<file path="src/rtl/i2c_target_regfile.sv">
// I2C target with a byte-wide register file, bus-side pointer auto-increment,
// and a local synchronous read/write port into the same registers.
module i2c_target_regfile #(
    parameter logic [6:0] TARGET_ADDR = 7'h42,
    parameter int         REG_COUNT   = 16,
    parameter int         FILTER_LEN  = 3,
    localparam int        A           = $clog2(REG_COUNT)
) (
    input  logic         io_clock,
    input  logic         io_reset,
    input  logic         io_i2c_scl_read,
    output logic         io_i2c_scl_write,
    input  logic         io_i2c_sda_read,
    output logic         io_i2c_sda_write,
    input  logic [A-1:0] io_reg_addr,
    input  logic [7:0]   io_reg_wdata,
    input  logic         io_reg_we,
    output logic [7:0]   io_reg_rdata,
    output logic         io_busy,
    output logic         io_wr_event,
    output logic [A-1:0] io_wr_index
);

    typedef enum logic [3:0] {
        IDLE, ADDR, ADDR_ACK, PTR, PTR_ACK, WRITE, WR_ACK, READ, RD_ACK, WAIT_STOP
    } state_t;

    localparam logic [2:0] FLT_LAST = 3'(FILTER_LEN - 1);

    // index 0 = SCL, index 1 = SDA
    logic [1:0] sync1, sync2, filt, filt_q;
    logic [2:0] fcnt [2];

    always_ff @(posedge io_clock or negedge io_reset) begin
        if (!io_reset) begin
            sync1   <= 2'b11;
            sync2   <= 2'b11;
            filt    <= 2'b11;
            filt_q  <= 2'b11;
            fcnt[0] <= '0;
            fcnt[1] <= '0;
        end else begin
            sync1  <= {io_i2c_sda_read, io_i2c_scl_read};
            sync2  <= sync1;
            filt_q <= filt;
            // a line only flips after FILTER_LEN consecutive differing samples
            for (int i = 0; i < 2; i++) begin
                if (sync2[i] == filt[i]) begin
                    fcnt[i] <= '0;
                end else if (fcnt[i] == FLT_LAST) begin
                    filt[i] <= sync2[i];
                    fcnt[i] <= '0;
                end else begin
                    fcnt[i] <= fcnt[i] + 3'd1;
                end
            end
        end
    end

    logic scl_rise, scl_fall, scl_high, start_c, stop_c;
    assign scl_rise = filt[0] & ~filt_q[0];
    assign scl_fall = ~filt[0] & filt_q[0];
    assign scl_high = filt[0] & filt_q[0];
    assign start_c  = scl_high & ~filt[1] & filt_q[1];
    assign stop_c   = scl_high & filt[1] & ~filt_q[1];

    state_t       state, state_nx;
    logic [7:0]   shift, shift_nx;
    logic [2:0]   cnt, cnt_nx;
    logic [A-1:0] ptr, ptr_nx;
    logic         drive, drive_nx;
    logic         busy, busy_nx;
    logic         rw, rw_nx;
    logic         acked, acked_nx;
    logic         bus_we;
    logic [7:0]   rx_byte;
    logic [7:0]   regs [REG_COUNT];

    assign rx_byte = {shift[6:0], filt[1]};

    always_comb begin
        state_nx = state;
        shift_nx = shift;
        cnt_nx   = cnt;
        ptr_nx   = ptr;
        drive_nx = drive;
        busy_nx  = busy;
        rw_nx    = rw;
        acked_nx = acked;
        bus_we   = 1'b0;
        if (stop_c) begin
            state_nx = IDLE;
            drive_nx = 1'b0;
            busy_nx  = 1'b0;
            cnt_nx   = '0;
        end else if (start_c) begin
            state_nx = ADDR;
            drive_nx = 1'b0;
            cnt_nx   = '0;
        end else begin
            case (state)
                ADDR, PTR, WRITE: begin
                    if (scl_rise) begin
                        shift_nx = rx_byte;
                        cnt_nx   = cnt + 3'd1;
                        if (cnt == 3'd7) begin
                            cnt_nx = '0;
                            if (state == ADDR) begin
                                if (rx_byte[7:1] == TARGET_ADDR) begin
                                    state_nx = ADDR_ACK;
                                    rw_nx    = rx_byte[0];
                                    busy_nx  = 1'b1;
                                end else begin
                                    state_nx = IDLE;
                                    busy_nx  = 1'b0;
                                end
                            end else if (state == PTR) begin
                                ptr_nx   = rx_byte[A-1:0];
                                state_nx = PTR_ACK;
                            end else begin
                                bus_we   = 1'b1;
                                ptr_nx   = ptr + A'(1);
                                state_nx = WR_ACK;
                            end
                        end
                    end
                end
                ADDR_ACK, PTR_ACK, WR_ACK: begin
                    // first fall pulls SDA low, second fall releases it
                    if (scl_fall) begin
                        if (!drive) begin
                            drive_nx = 1'b1;
                        end else begin
                            drive_nx = 1'b0;
                            cnt_nx   = '0;
                            if (state == ADDR_ACK && rw) begin
                                state_nx = READ;
                                shift_nx = {regs[ptr][6:0], 1'b1};
                                drive_nx = ~regs[ptr][7];
                            end else if (state == ADDR_ACK) begin
                                state_nx = PTR;
                            end else begin
                                state_nx = WRITE;
                            end
                        end
                    end
                end
                READ: begin
                    if (scl_fall) begin
                        if (cnt == 3'd7) begin
                            drive_nx = 1'b0;
                            cnt_nx   = '0;
                            acked_nx = 1'b0;
                            state_nx = RD_ACK;
                        end else begin
                            drive_nx = ~shift[7];
                            shift_nx = {shift[6:0], 1'b1};
                            cnt_nx   = cnt + 3'd1;
                        end
                    end
                end
                RD_ACK: begin
                    if (scl_rise) begin
                        if (!filt[1]) begin
                            acked_nx = 1'b1;
                            ptr_nx   = ptr + A'(1);
                        end else begin
                            state_nx = WAIT_STOP;
                        end
                    end else if (scl_fall && acked) begin
                        state_nx = READ;
                        cnt_nx   = '0;
                        shift_nx = {regs[ptr][6:0], 1'b1};
                        drive_nx = ~regs[ptr][7];
                    end
                end
                default: ;
            endcase
        end
    end

    always_ff @(posedge io_clock or negedge io_reset) begin
        if (!io_reset) begin
            state <= IDLE;
            shift <= '0;
            cnt   <= '0;
            ptr   <= '0;
            drive <= 1'b0;
            busy  <= 1'b0;
            rw    <= 1'b0;
            acked <= 1'b0;
        end else begin
            state <= state_nx;
            shift <= shift_nx;
            cnt   <= cnt_nx;
            ptr   <= ptr_nx;
            drive <= drive_nx;
            busy  <= busy_nx;
            rw    <= rw_nx;
            acked <= acked_nx;
        end
    end

    // local write is applied last so it wins a same-index collision
    always_ff @(posedge io_clock or negedge io_reset) begin
        if (!io_reset) begin
            for (int i = 0; i < REG_COUNT; i++) regs[i] <= '0;
            io_reg_rdata <= '0;
            io_wr_event  <= 1'b0;
            io_wr_index  <= '0;
        end else begin
            io_reg_rdata <= regs[io_reg_addr];
            io_wr_event  <= bus_we;
            if (bus_we) begin
                regs[ptr]   <= rx_byte;
                io_wr_index <= ptr;
            end
            if (io_reg_we) regs[io_reg_addr] <= io_reg_wdata;
        end
    end

    assign io_i2c_sda_write = drive;
    assign io_i2c_scl_write = 1'b0;
    assign io_busy          = busy;

endmodule

</file>
<file path="config.mk">
export PLATFORM = sky130hd
export DESIGN_NAME = i2c_target_regfile
export DESIGN_NICKNAME = d
export VERILOG_FILES = /design/src/rtl/i2c_target_regfile.sv
export SDC_FILE = /design/constraint.sdc
export NUM_CORES = 1
export LEC_CHECK = 0
export CORE_UTILIZATION = 40
export CTS_CLUSTER_SIZE = 16
export DETAILED_ROUTE_END_ITERATION = 8
export SLEW_MARGIN = 20
export SYNTH_ARGS = -nofsm -noshare
export SYNTH_HDL_FRONTEND = slang
export SYNTH_SLANG_ARGS = --single-unit
</file>
<file path="constraint.sdc">
create_clock -name io_clock -period 1.85 [get_ports io_clock]
set_input_delay 0.4625 -clock io_clock [delete_from_list [all_inputs] [get_ports io_clock]]
set_output_delay 0.4625 -clock io_clock [all_outputs]
set_load 0.1 [all_outputs]
</file>
Word-level counts from Yosys, hierarchy flattened
Cells that the tools add are included.
{"block": "totals", "ff_bits": 178, "in_bits": 17, "wordCells": 214}
{"block": "op_classes", "n_addsub": 4, "magnitude_cmp": 4, "eq_ne": 38, "muxes": 90, "n_bitwise": 19, "reduce_logical": 25}
{"cell": "$bwmux 128", "count": 2}
{"cell": "$mux 128", "count": 2}
{"cell": "$mux 8", "count": 14}
{"cell": "$mux 4", "count": 18}
{"cell": "$bmux 8 s4", "count": 2}
{"cell": "$demux 8 s4", "count": 2}
{"cell": "$mux 3", "count": 15}
{"cell": "$ne 4x4->1 const B", "count": 8}
{"cell": "$pmux 8 s4", "count": 1}
{"cell": "$mux 1", "count": 27}
{"cell": "$ne 2x2->1 const B", "count": 13}
{"cell": "$reduce_and 7->1", "count": 3}
{"cell": "$eq 4x3->1 const B", "count": 4}
{"cell": "$pmux 4 s4", "count": 1}
{"cell": "$pmux 3 s4", "count": 1}
{"cell": "$reduce_bool 2->1", "count": 6}
{"cell": "$reduce_and 11->1", "count": 1}
{"cell": "$ge 5x5->1 const B", "count": 2}
{"cell": "$lt 5x1->1 const B", "count": 2}
{"cell": "$ne 5x5->1 const B", "count": 2}
{"cell": "$not 1->1", "count": 10}
{"cell": "$not 4->5", "count": 2}
{"cell": "$reduce_and 5->1", "count": 2}
{"cell": "$add 3x1->3 const B", "count": 3}
{"cell": "other kinds (22)", "count": 37}

Logic depth before layout (Yosys ltp)
Gate-level depths: netlist of run 1.
{"block": "logic_depth", "ltp_word": 11, "mapped_depth": 8, "ltp_nobuf": 7}

Worst setup path before layout of run 1
Ideal clock, no wire load.
{"block": "synth_timing", "path_kind": "flip-flop to flip-flop", "from": "reg drive, in the netlist io_i2c_sda_write", "to": "reg shift[1]", "setup_time_ps": 125, "arrival_ps": 2131, "t_required_ps": 1725, "path_slack_ps": -406, "path_stages_with_launch": 6, "path_buffers": 0, "period_less_slack_ps": 2256, "cell_sequence": "dfrtp_1 -> mux2_2 -> a221oi_2 -> o21ai_4 -> nand3_4 -> mux2_4"}
{"block": "synth_between", "elab_chain_len": 2}
{"element": "start: declaration", "line_no": "71", "rtl": "logic drive, drive_nx;"}
{"element": "start signal: assignment", "line_no": "197", "rtl": "drive <= drive_nx;"}
{"element": "$ne 2x2->1 (no source line)"}
{"element": "$reduce_and 11->1 (no source line)"}
{"element": "end signal: assignment", "line_no": "194", "rtl": "shift <= shift_nx;"}
{"element": "end: declaration", "line_no": "68", "rtl": "logic [7:0] shift, shift_nx;"}
Every way passes these cells.
A chain may end at the register's enable or synchronous reset.

Final worst setup path of run 1
{"block": "layout_timing", "from": "reg state[2]", "to": "reg state[0]"}
{"block": "layout_between", "elab_chain_len": 8, "word_cells_on_any_way": 30, "classes_between": "16 x eq/ne; 9 x mux; 5 x reduce/logical"}
{"element": "start: declaration", "line_no": "67", "rtl": "state_t state, state_nx;"}
{"element": "start signal: assignment", "line_no": "193", "rtl": "state <= state_nx;"}
{"element": "$eq 4x2->1", "line_no": "101, 136"}
{"element": "$logic_and 1x1->1", "line_no": "136", "rtl": "if (state == ADDR_ACK && rw) begin"}
{"element": "$mux 3", "line_no": "136"}
{"element": "$mux 4", "line_no": "131", "rtl": "if (!drive) begin"}
{"element": "$mux 4", "line_no": "130", "rtl": "if (scl_fall) begin"}
{"element": "$pmux 4 s4", "line_no": "101", "rtl": "case (state)"}
{"element": "$mux 4", "line_no": "96", "rtl": "end else if (start_c) begin"}
{"element": "$mux 4", "line_no": "91", "rtl": "if (stop_c) begin"}
Several ways; a longest one is shown, not always the timed one. The select of a mux whose other input is x is not followed.

==> flow_metrics.tcl, run 1 <==
set metrics [dict create \
    drc_errors 4 \
    cts_buffers 17 \
    rrSetupSlack_ns -0.24 \
    ios 33 \
    finalHoldViolations 0 \
    status "complete, but fails checks" \
    finalSetupViolations 146 \
    violations "DRC, setup timing" \
    synth.area.top_cells "dfrtp_1 (40%), mux4_2 (15%), mux2i_1 (13%)" \
    vdd_drop_max_mv 0.742 \
    cts_tree "built" \
    multi_input_comb_area_mm2 0.00623 \
    comb_power_share_pct 44.7 \
    placed_cell_area_mm2 0.0128 \
    hold_ws_ns 0.356 \
    wl_met3_mm 1.74 \
    htreeDepth 4 \
    seq_area_mm2 0.00447 \
    synth_seq_area_share_pct 41.9 \
    wl_met2_mm 15.7 \
    fp.dieArea_mm2 0.0273 \
    antenna_found_initial 0 \
    vias 8437 \
    synth_ff_type "dfrtp_1" \
    final_max_slew_viol_count 0 \
    relSlewSlack_pct 66.6 \
    hp-class "flip-flop to flip-flop" \
    io_buffer_count 31 \
    crit_fanout 6 \
    synthArstFlopShare_pct 100 \
    wl_per_cell_um 21.8 \
    n_fill_cell 2309 \
    drt_iter0_drc 718 \
    rsz0062_at_grt "yes" \
    area_delta_synth_final_pct 30.0 \
    cts-root-buf "clkbuf_16" \
    leakage_nw 6.32 \
    cp-end-kind "flip-flop" \
    place.gp.congestion 0.834 \
    synth_cells 970 \
    start_util_pct 40.8 \
    clk_path_buf_depth 2 \
    final_nets 1136 \
    fin_skew_ns 0.0149 \
    p_clk_share_pct 21.4 \
    top_layer "met4" \
    intPower_mw 10.4 \
    diodes 0 \
    worst_setup_path_start_kind "flip-flop" \
    power_density_mw_per_mm2 1200 \
    path_clk_slew_ns 0.08 \
    cts_sinks 178 \
    worst_pin_slew_ns 0.497 \
    wl_mm 31.8 \
    fp.dieH_um 165 \
    grt_pass1_vias 8438 \
    worstSetupPathType "flip-flop to flip-flop" \
    grt_overflow 0 \
    p_switching_mw 6.23 \
    synth_top_area_share_pct 39.9 \
    clock_latency_ns 0.44 \
    synth_edf_count 0 \
    fmax_mhz 479 \
    via_per_inst 5.78 \
    fin_crit_ns 2.09 \
    die_w_um 165 \
    grt_pass1_wl_mm 50.1 \
    setup_tns_ns -15.12 \
    synthesis.nets 993 \
    drive_gt1_share_pct 35.6 \
    final_util_pct 53.0 \
    wl_met1_mm 13.6 \
    yosysWarnings 0 \
    grt_usage_pct 24.9 \
    fin_ws_ns -0.239 \
    std_cell_rows 59 \
    yosys_register_bits 178 \
    max_cap_violations 0 \
    grt_start_max_net_pins 47 \
    yosysUniqueCellTypes 66 \
    syn_area_mm2 0.0107 \
    critPathArrivalTime_ns 2.42 \
    critPathRequiredTime_ns 2.18 \
    dp_worst_setup_slack_ns -0.274 \
    synth_top_cell_by_area "dfrtp_1" \
    swShare_pct 37.4 \
    postRouteAntennaNets 0 \
    seqPwrFrac_pct 33.9 \
    dp_hpwl_mm 22.7 \
    core_mm2 0.0261 \
    first_pass_iters 7 \
    avgSynthCellArea_um2 11.0 \
    period_share_pct 113 \
    fin_area_mm2 0.0139 \
]
worst paths after layout:
path,endpoint,depth (start not counted),from
max,state[0],7,state[2]
min,sync2[1],0,sync1[1]
max reg2reg,state[0],7,state[2]
min reg2reg,sync2[1],0,sync1[1]
max in group asynchronous,regs[29],3,io_reset
min in group asynchronous,fcnt[1],2,io_reset
cell usage after synthesis (3+ instances only):
cell type / n
nor3_1: 12
mux4_2: 72
mux2i_1: 141
buf_4: 4
nor2_1: 98
o311ai_0: 6
nand3_2: 15
dfstp_2: 8
inv_1: 5
nor2b_1: 13
nor3b_1: 5
xnor2_1: 3
a21oi_1: 90
dfrtp_1: 170
o21ai_0: 50
mux2_4: 8
a32oi_1: 7
nand3_1: 9
clkbuf_1: 55
o21ai_1: 13
xor2_1: 3
mux2_2: 8
buf_1: 11
buf_2: 15
nand2_1: 83
nand2b_1: 8
or3_1: 3
ha_1: 6
repair_timing:
action                     CTS  global route
setup endpoints to repair  153           153
gates cloned                 1             0
pin swaps                   20            41
hold buffers                 1             0
buffers inserted            16             8
hold endpoints to repair    29             0
resized for setup           47            35
worst max-delay path, cell delays in order, from the launching register on:
cell	delay [ns]
dfrtp_2	0.46
or4b_4	0.56
buf_8	0.17
buf_6	0.12
nor3_4	0.18
a311oi_2	0.06
o211ai_2	0.11
mux2_4	0.32
cell families (layout without fill, tap and decap cells):
kind of cell | Yosys count | in the layout | synth area share (%)
fa+ha+maj | 6 | 6 | 0.704
simple gates | 268 | 268 | 12.4
other cells | 1 | 1 | 0.0352
mux | 230 | 230 | 30.5
compound gates | 189 | 189 | 10.3
buf+inv | 92 | 247 | 3.70
xor+xnor | 6 | 6 | 0.493
flops | 178 | 178 | 41.9
sequential cells by signal, indices dropped and copies added (netlist names), 3 cells and up:
register and count:
state 4, shift 8, fcnt 6, ptr 4, io_wr_index 4, io_reg_rdata 8
cnt 3, regs 128
per-stage QoR:
stage               power, mW  cells
floorplan                9.70    970
global placement         12.3   1404
detailed placement       12.4   1404
CTS                      16.4   1453
global route             17.4   1460
finish                   16.6   1460
final cells by class:
type	count	share of cell area, %
Multi-Input combinational cell	700	44.9
Sequential cell	178	32.3
Timing Repair Buffer	211	15.6
Clock buffer	18	3.17
Tap cell	335	3.02
Clock inverter	13	0.894
Inverter	5	0.135
layer usage:
layer | up-vias | global-route usage [%]
li1 | 3839 | -
met1 | 4246 | 33.0
met2 | 302 | 40.8
met3 | 50 | 4.67
met4 | 0 | 8.13
met5 | - | 0
cells in the final DEF, fill, tap and decap left out, types with 3 or more instances in the layout:
cell type,instances
nor3_2,3
nand2_1,82
dfrtp_2,3
o21ai_2,3
nor2_2,4
mux4_2,72
o311ai_1,5
buf_12,36
nor2b_1,11
nand2b_1,5
clkdlybuf4s50_1,13
nor3_1,8
nor3b_1,4
o21ai_4,3
nand3_1,7
a32oi_1,5
nor2_1,91
o21ai_1,51
nor2_4,3
mux2i_1,141
inv_6,5
xnor2_1,3
buf_6,15
buf_4,140
o21ai_0,8
clkinv_2,3
ha_2,3
clkbuf_16,18
nand3_4,17
dfstp_2,8
clkinv_4,4
a21oi_1,89
inv_1,5
mux2_4,11
dfrtp_1,166
nand2b_4,3
xor2_1,3
mux2_2,6
power groups by stage:
stage / Combinational, mW / Sequential, mW / Clock, mW
final: 7.44 / 5.63 / 3.56
after global routing: 7.89 / 5.75 / 3.77
after CTS: 7.18 / 5.60 / 3.62
after detailed placement: 6.75 / 5.67 / 0
after global placement: 6.64 / 5.64 / 0
after floorplan: 3.86 / 5.83 / 0
No activity file was read; power rests on OpenSTA's default activity.
==> run 2, diff against run 1 <==
Settings changed: CORE_UTILIZATION 40 to 45, GPL_TIMING_DRIVEN set to 0.
==> run 2 against run 1 <==
Effect of this change:
- the run ends with setup timing left
- flip-flop and latch count unchanged
- cell count fell by 5.1%
- largest cell class unchanged
- core utilization is 5.1 points higher
- sequential share of layout area grew 1.3 points
- final area fell by 3.8%
- combinational power about the same
- routed wire length is 15% higher
- register-to-register slack lost 0.04 ns
- clock-buffer cell count grew 2
- via count is 3.3% higher
- fmax decreased by 1.9%
- largest power group unchanged
- non-clock buffer count down 55
==> flow_metrics.tcl, run 2 (synthesized netlist as in run 1, its figures left out) <==
set metrics [dict create \
    status "complete, but fails checks" \
    violations "setup timing" \
    slowest_delay_ns 0.54 \
    power_density_mw_per_mm2 1270 \
    grt_overflow 0 \
    start_util_pct 46.5 \
    hold_ws_ns 0.358 \
    relSlewSlack_pct 34.1 \
    via_per_inst 6.29 \
    core_mm2 0.0229 \
    dp_hpwl_mm 24.6 \
    worstSetupPathType "flip-flop to flip-flop" \
    crit_family "simple AND/OR/NAND/NOR gates" \
    path_clk_slew_ns 0.07 \
    crit_path_top_delay_cell "or4b_4" \
    critPathRequiredTime_ns 2.18 \
    place.gp.congestion 0.905 \
    holdPathStages 0 \
    finalSetupViolations 154 \
    grt_pass1_vias 8475 \
    fin_ws_ns -0.280 \
    seq_area_mm2 0.00447 \
    worst_setup_path_start_kind "flip-flop" \
    grt_start_max_net_pins 79 \
    fin_area_mm2 0.0133 \
    clk_path_buf_depth 2 \
    vias 8713 \
    leakage_nw 5.90 \
    die_w_um 156 \
    largest_reg_flops 128 \
    fmax_mhz 470 \
    final_nets 1082 \
    worst_pin_slew_ns 0.989 \
    area_delta_synth_final_pct 25.1 \
    n_fill_cell 1915 \
    finalHoldViolations 0 \
    cts_sinks 178 \
    worst-path-buf-inv 2 \
    multi_input_comb_area_mm2 0.00646 \
    final_max_slew_viol_count 0 \
    fp.dieArea_mm2 0.0243 \
    finalPower_mw 16.9 \
    drt_iter0_drc 831 \
    diodes 0 \
    grt_usage_pct 30.6 \
    std_cell_rows 55 \
    crit_fanout 8 \
    drive_gt1_share_pct 31.9 \
    critPathArrivalTime_ns 2.45 \
    rrSetupSlack_ns -0.28 \
    reg2reg_depth 6 \
    crit_chain "buf_6, or4b_4, buf_12, o21ai_4, nand3_4, mux2_4" \
    fin_crit_ns 2.13 \
    wl_mm 36.5 \
    first_pass_iters 5 \
    clock_latency_ns 0.45 \
    cp-end-kind "flip-flop" \
    max_cap_violations 0 \
    fp.dieH_um 156 \
    wl_per_cell_um 26.4 \
    antenna_found_initial 0 \
    cp.depth 6 \
    io_buffer_count 21 \
    drc_errors 0 \
    top_regs "regs x128, io_reg_rdata x8, shift x8" \
    fin_skew_ns 0.0137 \
    cts_buffers 17 \
    cts_tree "built" \
    grt_pass1_wl_mm 53.7 \
    vdd_drop_max_mv 0.695 \
    layout_commonest_cell "dfrtp_1" \
    postRouteAntennaNets 0 \
    regMostFlops "regs" \
    placed_cell_area_mm2 0.0116 \
    rsz0062_at_grt "yes" \
    cts-root-buf "clkbuf_16" \
    period_share_pct 115 \
    hp-class "flip-flop to flip-flop" \
    htreeDepth 4 \
    ios 33 \
    final_cell_mix "dfrtp_1 (166), mux2i_1 (140), nor2_1 (92)" \
]
[run 2: worst paths after layout]
check / from / endpoint
worst max-delay path: state[2] / shift[4]
worst min-delay path: sync1[1] / sync2[1]
worst max register to register: state[2] / shift[4]
worst min register to register: sync1[1] / sync2[1]
max in group asynchronous: io_reset / regs[28]
min in group asynchronous: io_reset / fcnt[4]
[run 2: report_power, final]
group	total (mW)	internal (mW)	switching, mW
clock	3.83	2.13	1.70
sequential	5.63	4.85	0.781
combinational	7.46	3.16	4.30
total	16.9	10.2	6.78
[run 2: timing repair]
item | 4_1_cts | 5_1_grt
endpoints found under the hold margin | 35 | 0
resized for setup | 179 | 55
setup endpoints to repair | 169 | 154
setup buffers | 26 | 21
pin swaps | 41 | 33
cloned | 1 | 3
hold buffers | 1 | 0
[run 2: metal layers]
metal	vias up	share of wire [%]	global-route usage, %
li1	3748	-	-
met1	4494	42	42.1
met2	407	47	48.4
met3	64	8.8	7.78
met4	0	2.2	7.61
met5	-	0	0
[run 2: area by class of cell]
cell class	count	area share (%)
Tap cell	313	2.94
Clock inverter	12	1.11
Inverter	5	0.141
Clock buffer	20	3.50
Sequential cell	178	33.5
Multi-Input combinational cell	701	48.5
Timing Repair Buffer	72	5.85
Buffer	84	4.45
[run 2: through the flow]
stage	setup TNS [ns]	cells	utilization (%)	setup WS [ns]
6_report	-22.49	1385	58.2	-0.280
5_1_grt	-32.66	1385	58.2	-0.313
4_1_cts	-17.79	1364	56.5	-0.225
3_5_place_dp	-109.36	1306	50.7	-1.10
3_3_place_gp	-1417.52	1304	50.4	-8.76
2_1_floorplan	-4.30	970	-	-0.0776
[run 2: worst register-to-register path, cell delays in order, from the launching register on]
cell and delay [ns]:
dfrtp_1 0.38, buf_6 0.14, or4b_4 0.54, buf_12 0.18
o21ai_4 0.21, nand3_4 0.21, mux2_4 0.36
==> run 3, diff against run 2 <==
Settings changed: CAP_MARGIN set to 25, SETUP_SLACK_MARGIN set to 0.4.
==> run 3 against run 2 <==
Effect of this change:
- the flow finishes with violations (hold timing, setup timing)
- first-iteration DRC count rose by 13%
- clock power is 1% lower
- register-to-register slack is essentially flat
- core utilization increased by 0.39 points
- worst hold slack got worse by 0.45 ns
- setup slack better by 0.0019 ns
- via count increased by 0.15%
- cell count rose by 0.36%
- clock skew increased by 0.00065 ns
- fmax barely moved
- critical endpoint is now shift[2]
- largest cell class unchanged
- largest power group unchanged
==> flow_metrics.tcl, run 3 (synthesized netlist as in run 1, its figures left out) <==
set metrics [dict create \
    status "complete, but fails checks" \
    violations "hold timing, setup timing" \
    cts-root-buf "clkbuf_16" \
    cp-end-kind "flip-flop" \
    dp_hpwl_mm 24.8 \
    largest_reg_flops 128 \
    worst-path-buf-inv 1 \
    die_w_um 156 \
    final_max_slew_viol_count 0 \
    io_buffer_count 21 \
    path_clk_slew_ns 0.08 \
    htreeDepth 4 \
    wl_per_cell_um 26.1 \
    finalHoldViolations 51 \
    clk_path_buf_depth 2 \
    core_mm2 0.0229 \
    start_util_pct 46.5 \
    drc_errors 0 \
    ios 33 \
    rsz0062_at_grt "yes" \
    crit_start "state[1]" \
    worst_pin_slew_ns 0.945 \
    fmax_mhz 470 \
    postRouteAntennaNets 0 \
    fin_skew_ns 0.0144 \
    wl_mm 36.3 \
    cts_sinks 178 \
    finalSetupViolations 149 \
    crit_family "simple AND/OR/NAND/NOR gates" \
    grt_pass1_wl_mm 54.6 \
    fin_cells 1390 \
    hp-class "input port to async pin" \
    layout_commonest_cell "dfrtp_1" \
    fp.dieH_um 156 \
    worstSetupPathType "flip-flop to flip-flop" \
    clock_latency_ns 0.45 \
    worst_setup_path_start_kind "flip-flop" \
    grt_pass1_vias 8522 \
    max_cap_violations 0 \
    crit_fanout 10 \
    fin_ws_ns -0.278 \
    regMostFlops "regs" \
    vdd_drop_max_mv 0.908 \
    crit_path_top_delay_cell "or4b_4" \
    setup_tns_ns -24.23 \
    area_delta_synth_final_pct 25.9 \
    fp.dieArea_mm2 0.0243 \
    relSlewSlack_pct 37.0 \
    vias 8726 \
    finalPower_mw 16.8 \
    placed_cell_area_mm2 0.0117 \
    std_cell_rows 55 \
    top_regs "regs x128, io_reg_rdata x8, shift x8" \
    antenna_found_initial 0 \
    diodes 0 \
    first_pass_iters 5 \
    slowest_delay_ns 0.58 \
    power_density_mw_per_mm2 1250 \
    final_cell_mix "dfrtp_1 (166), mux2i_1 (141), nor2_1 (93)" \
    via_per_inst 6.28 \
    grt_usage_pct 31.1 \
    place.gp.congestion 0.926 \
    dp_cells 1306 \
    grt_overflow 0 \
    dp_worst_setup_slack_ns -0.933 \
    critPathRequiredTime_ns 2.18 \
    leakage_nw 5.96 \
    hold_ws_ns -0.0920 \
    drt_iter0_drc 936 \
    fin_area_mm2 0.0134 \
    period_share_pct 115 \
    cts_tree "built" \
    final_nets 1087 \
    drive_gt1_share_pct 32.0 \
    worstReg2RegStart "state[1]" \
    cts_buffers 17 \
    crit_chain "or4b_4, o21a_2, clkbuf_4, nand2_1, o311ai_2, mux2_4" \
    critPathArrivalTime_ns 2.46 \
    fin_crit_ns 2.13 \
    grt_start_max_net_pins 70 \
]
## run 3: cell types whose count changed in the layout (fill, tap and decap cells not counted), moves of 5 or more
cell and change:
buf_2 -5, clkdlybuf4s15_2 -12, buf_4 +9, o21ai_2 +5
buf_12 +15
## run 3: final timing paths
kind,endpoint,slack [ns],cells past startpoint
max,shift[2],-0.28,6
min,fcnt[3],-0.09,1
max reg2reg,shift[2],-0.28,6
min reg2reg,sync2[1],0.36,0
max in group asynchronous,regs[37],0.92,3
min in group io_clock,sync2[1],0.36,0
## run 3: per-layer routing
layer | vias up | part of all wire [%] | GRT usage, %
met5 | - | 0 | 0
met4 | 0 | 3.5 | 10.9
met3 | 96 | 8.2 | 7.17
met2 | 405 | 47 | 49.1
met1 | 4476 | 41 | 42.0
li1 | 3749 | - | -
## run 3: report_power, final
part | switching (mW) | internal, mW
clock | 1.85 | 1.93
sequential | 0.781 | 4.85
combinational | 4.17 | 3.26
## run 3: final cells by class
cell class / instances / area, um^2
buffer: 87 / 651
clock buffer: 17 / 425
clock inverter: 15 / 168
fill: 1880 / 9490
inverter: 5 / 18.8
multi-input combinational: 701 / 6420
sequential: 178 / 4470
tap: 313 / 392
timing repair buffer: 74 / 878
## run 3: timing repair
action	CTS	global route
endpoints found under the hold margin	51	51
cloned	1	1
resized for setup	258	41
setup buffers	33	17
pin swaps	15	27
setup endpoints to repair	180	179
## run 3: through the flow
| step | utilization [%] | hold slack, ns |
|---|---|---|
| after CTS | 57.3 | -0.0673 |
| after floorplan | - | 0.167 |
| after global placement | 50.8 | 0.347 |
| final | 58.6 | -0.0920 |
| after detailed placement | 51.1 | 0.347 |
| after global routing | 58.6 | -0.0553 |
## run 3: worst reg2reg max path, stage by stage (launching register included)
cell and delay [ns]:
dfrtp_2 0.45, or4b_4 0.58, o21a_2 0.21, clkbuf_4 0.23, nand2_1 0.11, o311ai_2 0.12
mux2_4 0.30
